<file path="config.mk">
export PLATFORM = sky130hd
export DESIGN_NAME = universal_shift_reg
export DESIGN_NICKNAME = d
export VERILOG_FILES = /design/src/rtl/universal_shift_reg.sv
export SDC_FILE = /design/constraint.sdc
export NUM_CORES = 1
export LEC_CHECK = 0
export BUFFER_PORTS_ARGS = -buffer_cell sky130_fd_sc_hd__buf_4
export CELL_PAD_IN_SITES_DETAIL_PLACEMENT = 2
export CELL_PAD_IN_SITES_GLOBAL_PLACEMENT = 2
export CORE_ASPECT_RATIO = 1.2
export CORE_MARGIN = 3
export CORE_UTILIZATION = 27
export DETAILED_ROUTE_END_ITERATION = 8
export PLACE_DENSITY_LB_ADDON = 0.2
export SLEW_MARGIN = 25
export SYNTH_ARGS = -nofsm -noshare
export SYNTH_HDL_FRONTEND = slang
export SYNTH_SLANG_ARGS = --single-unit
</file>
<file path="constraint.sdc">
create_clock -name clk -period 3.6 [get_ports clk]
set_clock_uncertainty 0.05 [all_clocks]
set_input_delay 0 -clock clk [delete_from_list [all_inputs] [get_ports clk]]
set_output_delay 0 -clock clk [all_outputs]
set_load 0.03 [all_outputs]
</file>
<file path="src/rtl/universal_shift_reg.sv">
// Universal shift register with load, shift, rotate, clear and invert operations.
// It also keeps a saturating count of shifts since the last load or clear.
module universal_shift_reg #(
    parameter int               WIDTH     = 8,
    parameter logic [WIDTH-1:0] RESET_VAL = '0
) (
    input  logic                       clk,
    input  logic                       rst,
    input  logic                       en,
    input  logic [2:0]                 mode,
    input  logic [WIDTH-1:0]           d,
    input  logic                       sin,
    output logic [WIDTH-1:0]           q,
    output logic [WIDTH-1:0]           q_bar,
    output logic                       sout_l,
    output logic                       sout_r,
    output logic [$clog2(WIDTH+1)-1:0] cnt,
    output logic                       done
);

    localparam int CNT_W = $clog2(WIDTH + 1);
    localparam logic [CNT_W-1:0] CNT_MAX = CNT_W'(WIDTH);

    localparam logic [2:0] MODE_HOLD = 3'b000;
    localparam logic [2:0] MODE_LOAD = 3'b001;
    localparam logic [2:0] MODE_SHL  = 3'b010;
    localparam logic [2:0] MODE_SHR  = 3'b011;
    localparam logic [2:0] MODE_ROL  = 3'b100;
    localparam logic [2:0] MODE_ROR  = 3'b101;
    localparam logic [2:0] MODE_CLR  = 3'b110;
    localparam logic [2:0] MODE_INV  = 3'b111;

    logic [WIDTH-1:0] q_reg;
    logic [WIDTH-1:0] q_next;
    logic [CNT_W-1:0] cnt_reg;
    logic [CNT_W-1:0] cnt_next;

    // The bit entering at each end is either sin (shift) or the bit leaving at the other end (rotate).
    logic fill_lo;
    logic fill_hi;
    logic [WIDTH-1:0] left_val;
    logic [WIDTH-1:0] right_val;

    assign fill_lo = (mode == MODE_SHL) ? sin : q_reg[WIDTH-1];
    assign fill_hi = (mode == MODE_SHR) ? sin : q_reg[0];

    genvar gi;
    generate
        for (gi = 0; gi < WIDTH; gi = gi + 1) begin : g_bit
            if (gi == 0) begin : g_lo
                assign left_val[gi] = fill_lo;
            end else begin : g_lo_mid
                assign left_val[gi] = q_reg[gi-1];
            end
            if (gi == WIDTH - 1) begin : g_hi
                assign right_val[gi] = fill_hi;
            end else begin : g_hi_mid
                assign right_val[gi] = q_reg[gi+1];
            end
        end
    endgenerate

    always_comb begin
        q_next   = q_reg;
        cnt_next = cnt_reg;
        if (en) begin
            case (mode)
                MODE_HOLD: q_next = q_reg;
                MODE_LOAD: begin
                    q_next   = d;
                    cnt_next = '0;
                end
                MODE_SHL, MODE_ROL: begin
                    q_next = left_val;
                    if (cnt_reg != CNT_MAX) cnt_next = cnt_reg + 1'b1;
                end
                MODE_SHR, MODE_ROR: begin
                    q_next = right_val;
                    if (cnt_reg != CNT_MAX) cnt_next = cnt_reg + 1'b1;
                end
                MODE_CLR: begin
                    q_next   = '0;
                    cnt_next = '0;
                end
                MODE_INV: q_next = ~q_reg;
                default:  q_next = q_reg;
            endcase
        end
    end

    always_ff @(posedge clk) begin
        if (rst) begin
            q_reg   <= RESET_VAL;
            cnt_reg <= '0;
        end else begin
            q_reg   <= q_next;
            cnt_reg <= cnt_next;
        end
    end

    assign q      = q_reg;
    assign q_bar  = ~q_reg;
    assign sout_l = q_reg[WIDTH-1];
    assign sout_r = q_reg[0];
    assign cnt    = cnt_reg;
    assign done   = (cnt_reg == CNT_MAX);

endmodule

</file>
==> key figures <==
Status
  – Status: complete, but fails checks
  – Failing checks: negative hold slack

Global routing
  – Total gr overflow: 0
  – First-pass GRT wire length: 5.00 mm
  – Initial antenna violation count: 0
  – Largest net degree at the start of global routing: 12
  – GRT Util Overall: 16.4%
  – Met3 Use GR: 1.86%
  – GR Util met1: 17.6%
  – M2 GR Usage: 32.8%
  – Gr busiest metal: met2
  – Vias in the first global route: 1048

Finish
  – Fin util: 40.1%
  – Syn-to-layout area delta: 40.8%
  – N_diodes: 0
  – Layout cell share with drive strength beyond 1: 29.8%
  – Layout Nets: 170
  – Max reg flops: 8
  – Fin cells: 187

Yosys
  – Synth unique cells: 34
  – Fraction of registers with async set or reset after synthesis: 0%
  – Synth top area share: 27.1%
  – Largest cells by area after synthesis: dfxtp_1, o21ai_0, inv_1
  – Ys Warns: 0
  – Post-Synth XOR/XNOR Area: 3.10%
  – Main combinational cell family by area after synthesis: compound AO/OA/AOI/OAI gates
  – Largest area contributor in the netlist: dfxtp_1
  – Synth Area in Compound Gates: 32.0%
  – Synth Instances: 112
  – Post-Syn Nets: 130
  – Synth Cell Area: 887 um2
  – Number of enable flip-flop cells after synthesis: 0
  – Sequential share of the synthesized area: 27.1%
  – FF+latch count, synth: 12
  – Simple-gate portion of the synthesized area: 19.2%
  – Average size of a mapped cell: 7.92 um2
  – Top FF cell, synth: dfxtp_1
  – Synth Area in Adders: 4.23%
  – Mux contribution to synthesized area: 0%

Routing
  – DRC viols: 0
  – Via/cell ratio: 5.44
  – Number of DRC markers in iteration 0: 26
  – Total Wirelength: 3.13 mm
  – DR WL/cell: 16.7 um
  – DR vias: 1017
  – Post-route ant nets: 0
  – DR pass1 iterations: 4

Die
  – Core ar.: 3110 um2
  – Die footprint: 4010 um2
  – Die width: 58.3 um
  – Io pins: 38
  – Initial core utilization: 28.5%
  – Row cnt: 22
  – Die Ht: 68.8 um

Clock network
  – Num CTS Buffers: 3
  – Max Buffers Root-to-Sink: 2
  – H-tree Lvls: 1
  – CTS clock-pin slew for the worst setup and hold paths: 0.08 ns
  – Root buf cell: clkbuf_4
  – Clk Latency, worst-skew pair: 0.28 ns
  – Setup bufs post-CTS: 0
  – Clock sinks: 12
  – CTS tree: built

Setup path
  – Worst setup startpoint: cnt[0]
  – Worst path arrival time: 1.88 ns
  – Req. time, crit path: 3.77 ns
  – R2r startpoint: cnt[0]
  – CP endpoint kind: flop
  – Critical Path Source Type: flop
  – Crit-path max FO: 5
  – FF-to-FF setup slack: 1.89 ns
  – Critical path type: reg2reg

Min path
  – Worst Hold Class: in2reg
  – HP Start: d[1]

Power
  – P_sw: 141 uW
  – Reg power frac: 38.2%
  – Combinational share of power: 32.7%
  – Clock share of power: 29.1%
  – Switch share: 35.6%
  – Int Pwr: 255 uW
  – Lkg Pwr: 0.504 nW
  – PD cells: 317 nW/um2
  – Max IR drop VDD: 0.000131 V

STA
  – Final Max Slew Viols: 0
  – Fin crit share: 47.5%
  – Setup repair after global routing missed its margin: no
  – # setup viols final: 0
  – Slew @ Worst Pin: 0.609 ns
  – Fmax: 585 MHz
  – Tmin final: 1.71 ns
  – Post-route setup TNS: 0 ns
  – Final Hold Fails: 1
  – Hold WS: -0.00607 ns
  – Slew margin rel.: 58.4%

Placed design
  – Port Buffers: 37
  – Dpl cells: 176
  – Dpl hpwl: 2.35 mm
  – Global placer's final weighted congestion: 0.771

Job
  – Number of max-cap violations: 0
[cells by family (layout without fill, tap and decap cells)]
| family | count (synthesis) | in the layout |
|---|---|---|
| AO/OA/AOI/OAI | 39 | 39 |
| flip-flops | 12 | 12 |
| XOR/XNOR | 1 | 1 |
| adder cells (fa/ha/maj) | 3 | 3 |
| AND/OR/NAND/NOR | 32 | 32 |
| buffers and inverters | 25 | 64 |
[cell usage after synthesis, types with 3 or more instances]
master,instances
a21oi_1,3
a221oi_1,6
buf_4,3
buf_6,3
clkbuf_1,3
dfxtp_1,12
ha_1,3
inv_1,16
nand2_1,11
nand3_1,3
nor2_1,6
o21ai_0,13
o2bb2ai_1,6
[placed cells by master (no fill, tap or decap)]
cell type / synthesis / layout
dlygate4sd3_1: 0 / 7
o21ai_0: 13 / 13
a21oi_1: 3 / 3
nor2_1: 6 / 6
buf_4: 3 / 37
clkbuf_8: 0 / 1
nand4_1: 1 / 1
a32oi_1: 1 / 1
a221oi_1: 6 / 6
nor2b_1: 1 / 1
a41oi_1: 1 / 1
a32o_1: 1 / 1
a2111oi_0: 1 / 1
clkbuf_4: 0 / 3
nand3_1: 3 / 3
nor3b_1: 1 / 1
nand4b_1: 1 / 1
o2bb2ai_1: 6 / 6
dfxtp_1: 12 / 12
a2111oi_2: 1 / 1
inv_1: 16 / 16
and3b_2: 1 / 1
nand2_1: 11 / 11
o21ai_1: 1 / 1
ha_1: 3 / 3
nor4bb_1: 1 / 1
o2111ai_1: 1 / 1
and3_1: 1 / 1
xor2_4: 1 / 1
or3_1: 2 / 2
and2_4: 1 / 1
o31ai_1: 1 / 1
o311ai_0: 1 / 1
o32ai_1: 2 / 2
nand3b_1: 2 / 2
[final cells by class]
class,count,area [um2]
timing repair buffer,44,348
inverter,16,60.1
tap,36,45.0
sequential,12,240
multi-input combinational,75,519
clock buffer,4,36.3
fill,376,1860
[power groups by stage]
stage,combinational (mW),clock (mW),sequential [mW]
after floorplan,0.0696,0,0.165
after global placement,0.121,0,0.154
after global routing,0.141,0.125,0.153
final,0.129,0.115,0.151
after detailed placement,0.124,0,0.154
after CTS,0.131,0.116,0.151
[path summary, 6_finish.rpt]
| path | endpoint | depth (start not counted) |
|---|---|---|
| worst max-delay path | cnt[0] | 6 |
| worst min-delay path | q[1] | 3 |
| worst max register to register | cnt[0] | 6 |
| worst min register to register | cnt[0] | 2 |
[metrics by stage]
step | hold slack [ns] | worst slack [ns] | area [um2] | total power, mW
final | -0.00607 | 1.89 | 1250 | 0.396
after global routing | 0.0233 | 1.69 | 1250 | 0.419
after CTS | 0.00564 | 1.88 | 1250 | 0.399
after detailed placement | 0.197 | 1.91 | 1140 | 0.279
after global placement | 0.195 | 2.06 | 1140 | 0.275
after floorplan | 0.129 | 1.93 | 887 | 0.235
[worst max-delay path: stages, from the launching register on]
cell and delay, ns:
dfxtp_1 0.41, inv_1 0.08, ha_1 0.21, nand4b_1 0.17, nor4bb_1 0.46, nand3_1 0.13, a21oi_1 0.14
[routing by layer]
metal | share of wire (%) | vias to the layer above | wire, um
li1 | - | 487 | -
met1 | 39 | 505 | 1230
met2 | 56 | 20 | 1750
met5 | 0 | - | 0
met3 | 3.7 | 5 | 115
met4 | 1.1 | 0 | 35
[timing repair]
item	4_1_cts	5_1_grt
hold endpoints to repair	10	0
resized for setup	0	0
hold buffers	7	0
No activity file was read; power rests on OpenSTA's default activity.
